### config.mk
export PLATFORM = sky130hd
export DESIGN_NAME = mem_wb_pipe
export DESIGN_NICKNAME = d
export VERILOG_FILES = /design/src/rtl/mem_wb_pipe.sv
export SDC_FILE = /design/constraint.sdc
export NUM_CORES = 1
export LEC_CHECK = 0
export CAP_MARGIN = 5
export CORE_MARGIN = 5
export CORE_UTILIZATION = 38
export CTS_CLUSTER_DIAMETER = 50
export DETAILED_ROUTE_END_ITERATION = 6
export GPL_ROUTABILITY_DRIVEN = 0
export GPL_TIMING_DRIVEN = 0
export PLACE_DENSITY = 0.81
export SETUP_SLACK_MARGIN = 0.15
export SKIP_CTS_REPAIR_TIMING = 1
export SLEW_MARGIN = 20
export SYNTH_ARGS = -nofsm -noshare
export SYNTH_HDL_FRONTEND = slang
export SYNTH_SLANG_ARGS = --single-unit
export TNS_END_PERCENT = 5
### constraint.sdc
create_clock -name clk -period 1.8 [get_ports clk]
set_clock_uncertainty 0.15 [all_clocks]
set_input_delay 0.36 -clock clk [delete_from_list [all_inputs] [get_ports clk]]
set_output_delay 0.36 -clock clk [all_outputs]
set_load 0.03 [all_outputs]
### src/rtl/mem_wb_pipe.sv
// MEM/WB pipeline register chain with per-stage valid, stall, flush and forwarding lookup.
// Optional bubble counter port enabled by defining MEM_WB_BUBBLE_CNT_EN.
module mem_wb_pipe #(
    parameter int DATA_W = 32,
    parameter int BYTE_W = 8,
    parameter int RG_W   = 4,
    parameter int DEPTH  = 1
) (
    input  logic              clk,
    input  logic              rst_n,
    input  logic              en,
    input  logic              flush,
    input  logic              valid_in,
    input  logic              sel_dat_in,
    input  logic              sel_c_in,
    input  logic              we_v_in,
    input  logic              we_c_in,
    input  logic              sel_sto_in,
    input  logic [DATA_W-1:0] do_in,
    input  logic [BYTE_W-1:0] dob_in,
    input  logic [DATA_W-1:0] alu_result_in,
    input  logic [RG_W-1:0]   rg_in,
    input  logic [RG_W-1:0]   q_rg_a,
    input  logic [RG_W-1:0]   q_rg_b,
    output logic              valid,
    output logic              sel_dat,
    output logic              sel_c,
    output logic              we_v,
    output logic              we_c,
    output logic              sel_sto,
    output logic [DATA_W-1:0] do_out,
    output logic [BYTE_W-1:0] dob,
    output logic [DATA_W-1:0] alu_result,
    output logic [RG_W-1:0]   rg,
    output logic              q_hit_a,
    output logic              q_hit_b,
    output logic [DATA_W-1:0] q_data_a,
    output logic [DATA_W-1:0] q_data_b
`ifdef MEM_WB_BUBBLE_CNT_EN
    ,
    output logic [15:0]       bubble_cnt
`endif
);

    if (DEPTH < 1 || DEPTH > 4) begin : g_bad_depth
        $error("mem_wb_pipe: DEPTH must be in 1..4");
    end

    typedef struct packed {
        logic              valid;
        logic              sel_dat;
        logic              sel_c;
        logic              we_v;
        logic              we_c;
        logic              sel_sto;
        logic [DATA_W-1:0] dout;
        logic [BYTE_W-1:0] dob;
        logic [DATA_W-1:0] alu;
        logic [RG_W-1:0]   rg;
    } stage_t;

    stage_t in_st;
    stage_t st  [DEPTH];
    stage_t src [DEPTH];

    // Write enables are gated by valid so a bubble can never write back.
    always_comb begin
        in_st         = '0;
        in_st.valid   = valid_in;
        in_st.sel_dat = sel_dat_in;
        in_st.sel_c   = sel_c_in;
        in_st.we_v    = we_v_in & valid_in;
        in_st.we_c    = we_c_in & valid_in;
        in_st.sel_sto = sel_sto_in;
        in_st.dout    = do_in;
        in_st.dob     = dob_in;
        in_st.alu     = alu_result_in;
        in_st.rg      = rg_in;
    end

    always_comb begin
        src[0] = in_st;
        for (int k = 1; k < DEPTH; k++) src[k] = st[k-1];
    end

    // Flush kills control only; payload and rg stay put.
    always_ff @(posedge clk or negedge rst_n) begin
        if (!rst_n) begin
            for (int k = 0; k < DEPTH; k++) st[k] <= '0;
        end else if (flush) begin
            for (int k = 0; k < DEPTH; k++) begin
                st[k].valid   <= 1'b0;
                st[k].sel_dat <= 1'b0;
                st[k].sel_c   <= 1'b0;
                st[k].we_v    <= 1'b0;
                st[k].we_c    <= 1'b0;
                st[k].sel_sto <= 1'b0;
            end
        end else if (en) begin
            for (int k = 0; k < DEPTH; k++) st[k] <= src[k];
        end
    end

    assign valid      = st[DEPTH-1].valid;
    assign sel_dat    = st[DEPTH-1].sel_dat;
    assign sel_c      = st[DEPTH-1].sel_c;
    assign we_v       = st[DEPTH-1].we_v;
    assign we_c       = st[DEPTH-1].we_c;
    assign sel_sto    = st[DEPTH-1].sel_sto;
    assign do_out     = st[DEPTH-1].dout;
    assign dob        = st[DEPTH-1].dob;
    assign alu_result = st[DEPTH-1].alu;
    assign rg         = st[DEPTH-1].rg;

    // Scan oldest to youngest so the youngest matching stage overwrites.
    always_comb begin
        q_hit_a  = 1'b0;
        q_hit_b  = 1'b0;
        q_data_a = '0;
        q_data_b = '0;
        for (int k = DEPTH - 1; k >= 0; k--) begin
            if (st[k].valid && st[k].we_v && st[k].rg == q_rg_a) begin
                q_hit_a  = 1'b1;
                q_data_a = st[k].sel_dat ? st[k].dout : st[k].alu;
            end
            if (st[k].valid && st[k].we_v && st[k].rg == q_rg_b) begin
                q_hit_b  = 1'b1;
                q_data_b = st[k].sel_dat ? st[k].dout : st[k].alu;
            end
        end
    end

`ifdef MEM_WB_BUBBLE_CNT_EN
    // src[DEPTH-1] is what the output stage is about to load.
    always_ff @(posedge clk or negedge rst_n) begin
        if (!rst_n)
            bubble_cnt <= '0;
        else if (en && !flush && !src[DEPTH-1].valid && bubble_cnt != 16'hFFFF)
            bubble_cnt <= bubble_cnt + 16'd1;
    end
`endif

endmodule

==> results_dict.tcl, run 1 <==
set metrics [dict create \
    synth.avg_cell_area_um2 13.2 \
    tritoncts.num_buffers 9 \
    max_buffers_root_to_sink 2 \
    fmax_mhz 404 \
    timing.final.hold_violations 0 \
    max-slew-margin-rel 0.604 \
    rows 38 \
    area_share_of_xor_xnor_cells_in_the_synthesized_design 0.0170 \
    total_wirelength_um 16500 \
    maxCapViolations 0 \
    fin_nets 664 \
    drcViolationCount 0 \
    cts_tree "yes" \
    die_area_mm2 0.0130 \
    cpMaxStageDelayCell "sky130_fd_sc_hd__dfrtp_2" \
    power-per-cell-area_mw_per_mm2 766 \
    run_status "finished, violations left" \
    sum_of_internal_switching_and_leakage_power_mw 6.19 \
    post_synth_inst_count 311 \
    yosys.area_share.adder 0 \
    synth_compound_gate_area_share 0.00243 \
    vias 3711 \
    dp.final_hpwl_um 12200 \
    routed_via_density 5.18 \
    synthesis.nets 405 \
    grt_first_pass_wirelength_um 23500 \
    worstPathArrival_ns 1.97 \
    cts_root_buffer "sky130_fd_sc_hd__clkbuf_8" \
    slowest_delay_ns 0.47 \
    critical_path.max_fanout 6 \
    htreeDepth 3 \
    sequential_fraction_of_the_synthesis_area 0.498 \
    overflow 0 \
    violations "negative setup slack" \
    vdd.ir_drop.worst_mv 0.456 \
    port_buffers 240 \
    grt_pass1_vias 3990 \
    worst_hold_path_type "input port to flip-flop" \
    leakagePower_nw 4.23 \
    flop_and_latch_count_out_of_synthesis 82 \
    max_slew.worst_pin.slew_ns 0.594 \
    placeableCoreArea_mm2 0.0107 \
    finish.utilization 0.752 \
    numPlacedInstances 692 \
    grt_util_all_layers 0.237 \
    unrepaired_setup_endpoints_after_global_routing "true" \
    cp-end-kind "output port" \
    drt_first_pass_iters 4 \
    slew_viol_final 0 \
    finalWorstSetupSlack_ns -0.678 \
    synthesis.area_mm2 0.00412 \
    synth_top_family_by_area "multiplexers" \
    area_delta_synth_final_pct 96.3 \
    critical_path.cell_chain "xnor2_2, nand4_1, buf_6, buf_12, buf_12, nor3_4, buf_6" \
    critical_path_class "flip-flop to output port" \
    grt_antenna_before_repair 1 \
    drt_first_iter_violations 151 \
    fp.dieH_um 114 \
    routedWlPerCell_um 23.1 \
    clock_sink_count 82 \
    die-width_um 114 \
    synth_warnings 0 \
    synth.mux.area_fraction 0.332 \
    grt_start_max_net_pins 51 \
    finalCritPeriodShare 1.38 \
    instances_no_fill 716 \
    clk_transition_reported_paths_ns 0.08 \
    critPathRequiredTime_ns 1.29 \
    post_route_cells_drive_above_1_share 0.551 \
    post_synth_and_or_nand_nor_area_fraction 0.100 \
    crit_path_start_kind "flip-flop" \
    initial_core_util 0.383 \
    finalSetupViolations 66 \
    clk-insertion-delay-late_ns 0.35 \
    post-route-min-period_ns 2.48 \
    yosysUniqueCellTypes 20 \
    ios 242 \
    final.setup.tns_ns -37.22 \
    antenna_violating_nets_post_route 0 \
]
-- cell usage after synthesis --
| library cell | number | area, um^2 |
|---|---|---|
| sky130_fd_sc_hd__dfrtp_1 | 82 | 2050 |
| sky130_fd_sc_hd__nor3_1 | 64 | 320 |
| sky130_fd_sc_hd__mux2_4 | 40 | 601 |
| sky130_fd_sc_hd__mux2_2 | 36 | 405 |
| sky130_fd_sc_hd__mux2i_1 | 36 | 360 |
| sky130_fd_sc_hd__xnor2_1 | 8 | 70.1 |
| sky130_fd_sc_hd__clkbuf_1 | 7 | 26.3 |
| sky130_fd_sc_hd__buf_4 | 6 | 45.0 |
| sky130_fd_sc_hd__nor2_1 | 6 | 22.5 |
| sky130_fd_sc_hd__buf_12 | 4 | 80.1 |
| sky130_fd_sc_hd__nand3_1 | 4 | 20.0 |
| sky130_fd_sc_hd__buf_1 | 3 | 11.3 |
| sky130_fd_sc_hd__buf_6 | 3 | 33.8 |
| sky130_fd_sc_hd__nand2_1 | 3 | 11.3 |
| sky130_fd_sc_hd__a21oi_1 | 2 | 10.0 |
| sky130_fd_sc_hd__buf_2 | 2 | 10.0 |
| sky130_fd_sc_hd__nand2b_1 | 2 | 12.5 |
| sky130_fd_sc_hd__and2_1 | 1 | 6.26 |
| sky130_fd_sc_hd__nand4_1 | 1 | 6.26 |
| sky130_fd_sc_hd__nor2b_4 | 1 | 13.8 |
-- path summary, 6_finish.rpt --
check | to | slack (ns) | from | cells after the start
max in group asynchronous | rg[1]$_DFFE_PN0P_ | 0.52 | rst_n | 3
min reg2reg | dob[4]$_DFFE_PN0P_ | 0.36 | dob[4]$_DFFE_PN0P_ | 1
max reg2reg | sel_dat$_DFFE_PN0P_ | 0.54 | sel_dat$_DFFE_PN0P_ | 4
min | we_v$_DFFE_PN0P_ | 0.13 | en | 3
max | q_data_a[21] | -0.68 | rg[2]$_DFFE_PN0P_ | 7
min in group asynchronous | alu_result[25]$_DFFE_PN0P_ | 0.34 | rst_n | 2
-- routing by layer --
layer | vias up | wire length (um) | track usage
met5 | - | 0 | 0
met1 | 1871 | 6220 | 0.282
li1 | 1650 | - | -
met3 | 30 | 1150 | 0.0513
met2 | 160 | 8770 | 0.418
met4 | 0 | 401 | 0.0887
-- report_power, final --
| group | leakage, nW | switching, mW | total, mW | internal [mW] |
|---|---|---|---|---|
| Clock | 0.0944 | 0.695 | 1.30 | 0.610 |
| Combinational | 3.17 | 1.35 | 2.50 | 1.15 |
| Sequential | 0.964 | 0.290 | 2.39 | 2.10 |
-- cell families (layout without fill, tap and decap cells) --
family / after synthesis / after routing
flip-flops: 82 / 82
AND/OR/NAND/NOR: 82 / 82
AO/OA/AOI/OAI: 2 / 2
buffers and inverters: 25 / 289
XOR/XNOR: 8 / 8
other: 0 / 1
multiplexers: 112 / 112
-- placed cells by master, fill, tap and decap left out, types with 2 or more instances in the layout --
cell and count:
sky130_fd_sc_hd__mux2i_2 18, sky130_fd_sc_hd__clkbuf_4 5, sky130_fd_sc_hd__dfrtp_1 75, sky130_fd_sc_hd__dfrtp_2 7
sky130_fd_sc_hd__buf_2 5, sky130_fd_sc_hd__nand2b_1 2, sky130_fd_sc_hd__dlymetal6s2s_1 70, sky130_fd_sc_hd__nor3_2 7
sky130_fd_sc_hd__nor2_1 5, sky130_fd_sc_hd__mux2_2 36, sky130_fd_sc_hd__clkbuf_16 3, sky130_fd_sc_hd__clkbuf_2 39
sky130_fd_sc_hd__buf_6 29, sky130_fd_sc_hd__buf_4 19, sky130_fd_sc_hd__buf_8 2, sky130_fd_sc_hd__nand2_1 2
sky130_fd_sc_hd__mux2i_4 11, sky130_fd_sc_hd__clkbuf_8 13, sky130_fd_sc_hd__clkdlybuf4s50_1 90, sky130_fd_sc_hd__mux2_4 40
sky130_fd_sc_hd__clkinv_2 2, sky130_fd_sc_hd__nor3_4 57, sky130_fd_sc_hd__buf_12 8, sky130_fd_sc_hd__clkinvlp_4 2
sky130_fd_sc_hd__nand3_1 2, sky130_fd_sc_hd__a21oi_1 2, sky130_fd_sc_hd__xnor2_2 8, sky130_fd_sc_hd__mux2i_1 7
-- registers in the layout (all words and copies together) (netlist names) --
register / cells
valid: 1
dob: 8
alu_result: 32
sel_c: 1
rg: 4
sel_dat: 1
sel_sto: 1
do_out: 32
we_c: 1
we_v: 1
-- cell type report --
type	instances	area, um^2
Timing Repair Buffer	248	2490
Sequential cell	82	2060
Buffer	25	328
Antenna cell	1	2.50
Fill cell	697	2660
Tap cell	140	175
Multi-Input combinational cell	204	2830
Clock inverter	4	25.0
Clock buffer	12	165
-- metrics by stage --
stage,hold slack [ns],cell area (um^2),worst slack [ns]
after floorplan,-0.0856,4900,-0.187
after global placement,0.342,7480,-3.00
after detailed placement,0.189,7510,-1.29
after CTS,-0.208,7700,-1.33
after global routing,0.139,8080,-0.741
final,0.128,8080,-0.678
-- critical path: cells and delay by family (launching register included) --
| family | cells | cell delay [ns] |
|---|---|---|
| buffers and inverters | 4 | 0.60 |
| DFF | 1 | 0.47 |
| and+or+nand+nor | 2 | 0.31 |
| xor gates and xnor gates | 1 | 0.21 |
Power figures use the tool's default switching activity.
==> run 2: changes to the inputs <==
--- a/config.mk
+++ b/config.mk
@@ -13,6 +13,7 @@
 export GPL_ROUTABILITY_DRIVEN = 0
 export GPL_TIMING_DRIVEN = 0
 export PLACE_DENSITY = 0.81
+export RECOVER_POWER = 100
 export SETUP_SLACK_MARGIN = 0.15
 export SKIP_CTS_REPAIR_TIMING = 1
 export SLEW_MARGIN = 20
==> results_dict.tcl, run 2 (synthesis gave the netlist of run 1 again) <==
set metrics [dict create \
    vdd.ir_drop.worst_mv 0.465 \
    rows 38 \
    post_route_cells_drive_above_1_share 0.548 \
    finalWorstSetupSlack_ns -0.679 \
    cp-end-kind "output port" \
    routed.top_layer "met4" \
    critical_path.max_fanout 6 \
    grt_antenna_before_repair 1 \
    fin_nets 664 \
    worst_hold_path_type "input port to flip-flop" \
    cts_root_buffer "sky130_fd_sc_hd__clkbuf_8" \
    max_slew.worst_pin.slew_ns 0.881 \
    clock_sink_count 82 \
    violations "negative setup slack" \
    num-fill-cells 705 \
    drt_first_iter_violations 152 \
    maxCapViolations 0 \
    grt_util_all_layers 0.237 \
    area_delta_synth_final_pct 95.5 \
    max-slew-margin-rel 0.413 \
    finalCritPeriodShare 1.38 \
    ios 242 \
    htreeDepth 3 \
    worstPathArrival_ns 1.97 \
    vias 3710 \
    fmax_mhz 403 \
    port_buffers 240 \
    slew_viol_final 0 \
    die_area_mm2 0.0130 \
    cts_tree "yes" \
    finish.utilization 0.749 \
    placeableCoreArea_mm2 0.0107 \
    max_buffers_root_to_sink 2 \
    layout_commonest_cell "sky130_fd_sc_hd__clkdlybuf4s50_1" \
    drcViolationCount 0 \
    initial_core_util 0.383 \
    numPlacedInstances 692 \
    run_status "finished, violations left" \
    routedWlPerCell_um 23.0 \
    critical_path_class "flip-flop to output port" \
    post-route-min-period_ns 2.48 \
    grt_pass1_vias 3990 \
    tritoncts.num_buffers 9 \
    die-width_um 114 \
    crit_path_start_kind "flip-flop" \
    power-per-cell-area_mw_per_mm2 769 \
    timing.final.hold_violations 0 \
    met3_wirelength_um 1130 \
    antenna_violating_nets_post_route 0 \
    leakagePower_nw 4.21 \
    critPathRequiredTime_ns 1.29 \
    met1_layer_wirelength_in_the_final_routing_um 6200 \
    top_library_cells_by_usage_in_the_layout_fill_and_taps_aside "sky130_fd_sc_hd__clkdlybuf4s50_1, sky130_fd_sc_hd__dfrtp_1, sky130_fd_sc_hd__dlymetal6s2s_1" \
    grt_first_pass_wirelength_um 23500 \
    place_worst_setup_slack_ns -1.29 \
    routed_via_density 5.18 \
    overflow 0 \
    finalSetupViolations 66 \
    unrepaired_setup_endpoints_after_global_routing "true" \
    instances_no_fill 716 \
    fp.dieH_um 114 \
    clk-insertion-delay-late_ns 0.35 \
    dp.final_hpwl_um 12200 \
    drt_first_pass_iters 4 \
    sum_of_internal_switching_and_leakage_power_mw 6.19 \
    grt_start_max_net_pins 51 \
    detailroute.wirelength.met2_um 8750 \
    clk_transition_reported_paths_ns 0.09 \
    total_wirelength_um 16500 \
]
## run 2: final timing paths
check / from / depth (start not counted) / slack [ns] / to
hold / removal: en / 3 / 0.12 / we_v$_DFFE_PN0P_
min in group asynchronous: rst_n / 2 / 0.50 / alu_result[25]$_DFFE_PN0P_
max in group asynchronous: rst_n / 3 / 0.24 / rg[1]$_DFFE_PN0P_
setup reg to reg: sel_dat$_DFFE_PN0P_ / 4 / 0.54 / sel_dat$_DFFE_PN0P_
hold reg to reg: dob[4]$_DFFE_PN0P_ / 1 / 0.36 / dob[4]$_DFFE_PN0P_
setup / recovery: rg[2]$_DFFE_PN0P_ / 7 / -0.68 / q_data_a[21]
## run 2: through the flow
stage               setup TNS, ns  area, um^2  hold slack [ns]
floorplan                  -10.76        4900          -0.0856
global placement          -318.90        7480            0.342
detailed placement         -98.83        7510            0.189
CTS                        -92.04        7700           -0.208
global route               -41.78        8050            0.138
finish                     -37.28        8050            0.120
## run 2: area by class of cell
class                           instances  area [um^2]  share of cell area
Multi-Input combinational cell        204         2830               0.351
Clock buffer                           12          165              0.0205
Clock inverter                          4         25.0             0.00311
Timing Repair Buffer                  248         2480               0.308
Buffer                                 25          313              0.0389
Antenna cell                            1         2.50            0.000311
Sequential cell                        82         2060               0.256
Tap cell                              140          175              0.0218
## run 2: per-layer routing
layer | GRT usage | vias to the layer above
met1 | 0.282 | 1868
met4 | 0.0887 | 0
met5 | 0 | -
li1 | - | 1653
met3 | 0.0513 | 25
met2 | 0.418 | 164
## run 2: power by group
part | total, mW | switching, mW | internal, mW
logic | 2.48 | 1.35 | 1.14
clock network | 1.31 | 0.703 | 0.610
registers | 2.39 | 0.288 | 2.10
## run 2: critical path, stage by stage, from the launching register on
cell	delay, ns
sky130_fd_sc_hd__dfrtp_2	0.47
sky130_fd_sc_hd__xnor2_2	0.21
sky130_fd_sc_hd__nand4_1	0.14
sky130_fd_sc_hd__buf_6	0.17
sky130_fd_sc_hd__buf_12	0.14
sky130_fd_sc_hd__buf_12	0.14
sky130_fd_sc_hd__nor3_4	0.18
sky130_fd_sc_hd__buf_6	0.15
==> patch 1 (config.mk and constraints of run 1) <==
Add a define of `MEM_WB_BUBBLE_CNT_EN`.
--- a/src/rtl/mem_wb_pipe.sv
+++ b/src/rtl/mem_wb_pipe.sv
@@ -1,5 +1,7 @@
 // MEM/WB pipeline register chain with per-stage valid, stall, flush and forwarding lookup.
 // Optional bubble counter port enabled by defining MEM_WB_BUBBLE_CNT_EN.
+`define MEM_WB_BUBBLE_CNT_EN
+
 module mem_wb_pipe #(
     parameter int DATA_W = 32,
     parameter int BYTE_W = 8,
Formal check against the unedited RTL (old outputs only; new: bubble_cnt): equivalent (equiv_simple and equiv_induct, registers matched by name and starting in step).
==> patch 1 against run 1 <==
  * The run still ends with negative setup slack left
  * Clock power increased by 64%
  * Routed wire length increased by 2.0%
  * Worst setup slack improved by 250 ps
  * Area after synthesis increased by 11%
  * Global-route usage decreased by 1.9 points
  * Design area increased by 13%
  * Sequential cell count increased by 16
  * Count of clock-buffer cells in the layout unchanged
  * Synthesized cell count increased by 21%
  * Power increased by 22%
  * First-iteration DRC count decreased by 14%
  * Register-to-register slack got worse by 730 ps
  * Core utilization increased by 1.7 points
  * Critical path type is now in2out
  * Critical endpoint is now q_data_b[0]
==> patch 1: results (changes against run 1) <==
[status]
run_status = complete, but fails checks
violations = negative setup slack

[global_route]
track_usage = 0.2175  ; -0.01930
grt_max_degree = 66  ; +29%

[pwr]
p_leak_nw = 4.551  ; +7.6%
ir_worst_vdd_v = 0.0007476  ; +64%

[placement]
dp.cells = 778  ; +12%
io_buffers = 255  ; +6.3%
hpwlAfterDp_mm = 12.10  ; -0.55%

[synth]
synthMuxAreaShare = 0.2715  ; -0.06028
synth_fa_ha_area_frac = 0.002734  ; +0.002734
ys_types = 25  ; +25%
synthTopCellsByCount = 98 x dfrtp_1, 77 x mux2_2, 76 x nor2_1
synth.area.top_cells = dfrtp_1 54%, mux2_2 19%, mux2i_1 7.9%

[final_layout]
stdcell_count = 805  ; +12%
drive_above_1_share = 0.4696  ; -0.08170
n_antenna_cell = 0  ; -1
final_nets = 748  ; +13%
fillers = 764  ; +9.6%

[clock_network]
cts-root-buf = clkbuf_16

[critical_path]
r2r_cells = 5  ; +1
worstPathMaxFanout = 8  ; +2

[sta]
setup_tns_ps = -27080  ; +10140 ps
worstMarginPinSlew_ps = 685.8  ; +91.57 ps
setup_violations = 78  ; +18%
layout_setup_ws_ps = -431.2  ; +246.5 ps

[detailed_routing]
via_per_inst = 5.084  ; -1.9%
drtIter0Drc = 130  ; -14%

-- patch 1: path summary, 6_finish.rpt --
| path | from | endpoint | slack (ps) |
|---|---|---|---|
| worst max-delay path | q_rg_b[3] | q_data_b[0] | -430 |
| worst min-delay path | flush | we_v$_DFFE_PN0P_ | 160 |
| worst max register to register | bubble_cnt[0]$_DFFE_PN0P_ | bubble_cnt[9]$_DFFE_PN0P_ | -190 |
| worst min register to register | dob[7]$_DFFE_PN0P_ | dob[7]$_DFFE_PN0P_ | 360 |
| max in group asynchronous | rst_n | rg[1]$_DFFE_PN0P_ | 530 |
| min in group asynchronous | rst_n | bubble_cnt[5]$_DFFE_PN0P_ | 320 |
-- patch 1: layout make-up --
type,instances,area (um^2),area share
Timing Repair Buffer,267,3038,0.3315
Multi-Input combinational cell,253,2869,0.3130
Sequential cell,98,2465,0.2689
Clock buffer,12,256.5,0.02799
Buffer,20,256.5,0.02799
Tap cell,147,183.9,0.02007
Clock inverter,4,73.82,0.008055
Inverter,4,22.52,0.002457
-- patch 1: worst max-delay path, cell delays in order --
cell,delay [ps]
clkdlybuf4s50_1,510
xnor2_2,120
nand4_1,120
buf_6,190
buf_4,150
nor2_2,110
buf_6,150
-- patch 1: layer usage --
layer | part of all wire | global-route usage | vias up | routed length [um]
met3 | 0.082 | 0.07729 | 22 | 1377
met4 | 0.019 | 0.06657 | 0 | 317
met1 | 0.37 | 0.2454 | 2046 | 6290
met5 | 0 | 0 | - | 0
li1 | - | - | 1857 | -
met2 | 0.53 | 0.3852 | 168 | 8879
-- patch 1: power breakdown --
part           internal [mW]  switching (mW)  leakage [nW]  total [mW]
logic                   1.20            1.32          3.22        2.52
clock network           1.30           0.830         0.163        2.13
registers               2.53           0.408          1.17        2.93
total                   5.02            2.56          4.55        7.58
==> patch 2 (settings of run 1) <==
Made on the original files. Register the input `alu_result_in` before use, without a reset. The logic sees it one clock later. The other inputs are not delayed to match.
--- a/src/rtl/mem_wb_pipe.sv
+++ b/src/rtl/mem_wb_pipe.sv
@@ -42,6 +42,12 @@
 `endif
 );
 
+    logic [DATA_W-1:0] alu_result_q;
+
+    always_ff @(posedge clk) begin
+        alu_result_q <= alu_result_in;
+    end
+
     if (DEPTH < 1 || DEPTH > 4) begin : g_bad_depth
         $error("mem_wb_pipe: DEPTH must be in 1..4");
     end
@@ -74,7 +80,7 @@
         in_st.sel_sto = sel_sto_in;
         in_st.dout    = do_in;
         in_st.dob     = dob_in;
-        in_st.alu     = alu_result_in;
+        in_st.alu     = alu_result_q;
         in_st.rg      = rg_in;
     end
 
Check against the original RTL: not equivalent (Yosys sat finds a counterexample within 4 cycles, from zero or initial values and one cycle with rst_n low).
==> patch 2 against run 1 <==
  * The flow still finishes with violations (negative setup slack)
  * Power increased by 44%
  * Routed wire length is 1.8% higher
  * Worst setup slack improved by 140 ps
  * Clock power grew 150%
  * Sequential cell count increased by 32
  * Fmax grew 5.8%
  * Design area grew 16%
  * Area after synthesis up 15%
  * Critical path type is now in2out
==> patch 2: results (changes against run 1) <==
[status]
run_status = complete, but fails checks
violations = negative setup slack

[detailed_routing]
met1Wirelength_mm = 6.387  ; +2.7%
met3_length_mm = 1.226  ; +7.1%
drtIter0Drc = 112  ; -26%
wire_per_inst_um = 21.12  ; -8.6%
wirelength_mm = 16.84  ; +1.8%
vias = 3955  ; +6.6%
met2_length_mm = 8.896  ; +1.4%

[clock_network]
cts-root-buf = clkbuf_16
cts_made_buffers = 17  ; +8
clk_latency_ps = 410  ; +60 ps
htree_levels = 4  ; +1
clkSlewWorstSetupHoldPaths_ps = 50  ; -30 ps

[synth]
synthTopCellsByCount = 82 x dfrtp_1, 64 x nor3_1, 40 x mux2_4
synth_nets = 434  ; +7.2%
postSynthCellCount = 340  ; +9.3%
synth-async-reset-ratio = 0.7193  ; -0.2807
yosys_warnings = 0  ; unchanged
synth.area.top_cells = dfrtp_1 43%, dfxtp_1 14%, mux2_4 13%
synth_compound_area_frac = 0.002110  ; -0.0003212
synthMuxAreaShare = 0.2880  ; -0.04384
ys_types = 19  ; -5.0%
ys_seq_area_frac = 0.5675  ; +0.06918
synth_fa_ha_area_frac = 0  ; unchanged
yosys.area_share.xor_xnor = 0.01477  ; -0.002248

[critical_path]
reg2reg_slack_ps = 570  ; +30 ps
crit_path_end = q_data_b[20]
worstPathMaxFanout = 7  ; +1
cp.arrival_ps = 1830  ; -140 ps
cp-startpoint = q_rg_b[2]

[global_route]
met1_usage = 0.2481  ; -0.03416
track_usage = 0.2131  ; -0.02362
antenna_found_initial = 0  ; -1
grt_pass1_vias = 4279  ; +7.2%
grt_max_degree = 43  ; -16%
grt_pass1_wl_mm = 23.69  ; +0.97%
grtUsageMet2 = 0.3595  ; -0.05896
grtUsageMet3 = 0.07892  ; +0.02765

[hold_path]
hold_path_class = in2reg

[placement]
io_buffers = 240  ; unchanged
hpwlAfterDp_mm = 11.71  ; -3.8%
post_dp_cell_area_um2 = 8194  ; +9.2%
dp.cells = 749  ; +8.2%

[final_layout]
drive_above_1_share = 0.6089  ; +0.05760
fillers = 727  ; +4.3%
n_antenna_cell = 0  ; -1
final_nets = 710  ; +6.9%

[floorplanning]
die_area_um2 = 14820  ; +14%

[sta]
hold_slack_ps = 88.33  ; -39.54 ps
relSlewSlack = 0.6242  ; +0.02033
setup_violations = 66  ; unchanged
layout_setup_ws_ps = -541.2  ; +136.5 ps

[pwr]
ir_worst_vdd_v = 0.0006820  ; +49%
p_leak_nw = 4.393  ; +3.8%

## patch 2: critical path, cell delays in order
cell and delay [ps]:
clkdlybuf4s50_1 530, xnor2_2 140, nand4_1 120, buf_6 180
buf_12 150, nor3_4 190, buf_6 160
## patch 2: report_power, final
group          switching (mW)  internal [mW]  total (mW)
clock                    1.10           2.14        3.24
sequential              0.341           2.86        3.20
combinational            1.36           1.13        2.49
## patch 2: layout make-up
class                      count  area [um^2]  area share
multi-input combinational    201         2969      0.3174
clock buffer                  26        489.2     0.05229
tap                          168        210.2     0.02247
buffer                        25        380.4     0.04066
sequential                   114         2700      0.2886
timing repair buffer         257         2526      0.2700
clock inverter                 6        80.08    0.008560
## patch 2: stage by stage
stage | setup TNS (ps) | setup WS [ps]
2_1_floorplan | -11120 | -181.4
3_3_place_gp | -334930 | -3149
3_5_place_dp | -105420 | -1454
4_1_cts | -104710 | -1503
5_1_grt | -37780 | -630.7
6_report | -32490 | -541.2
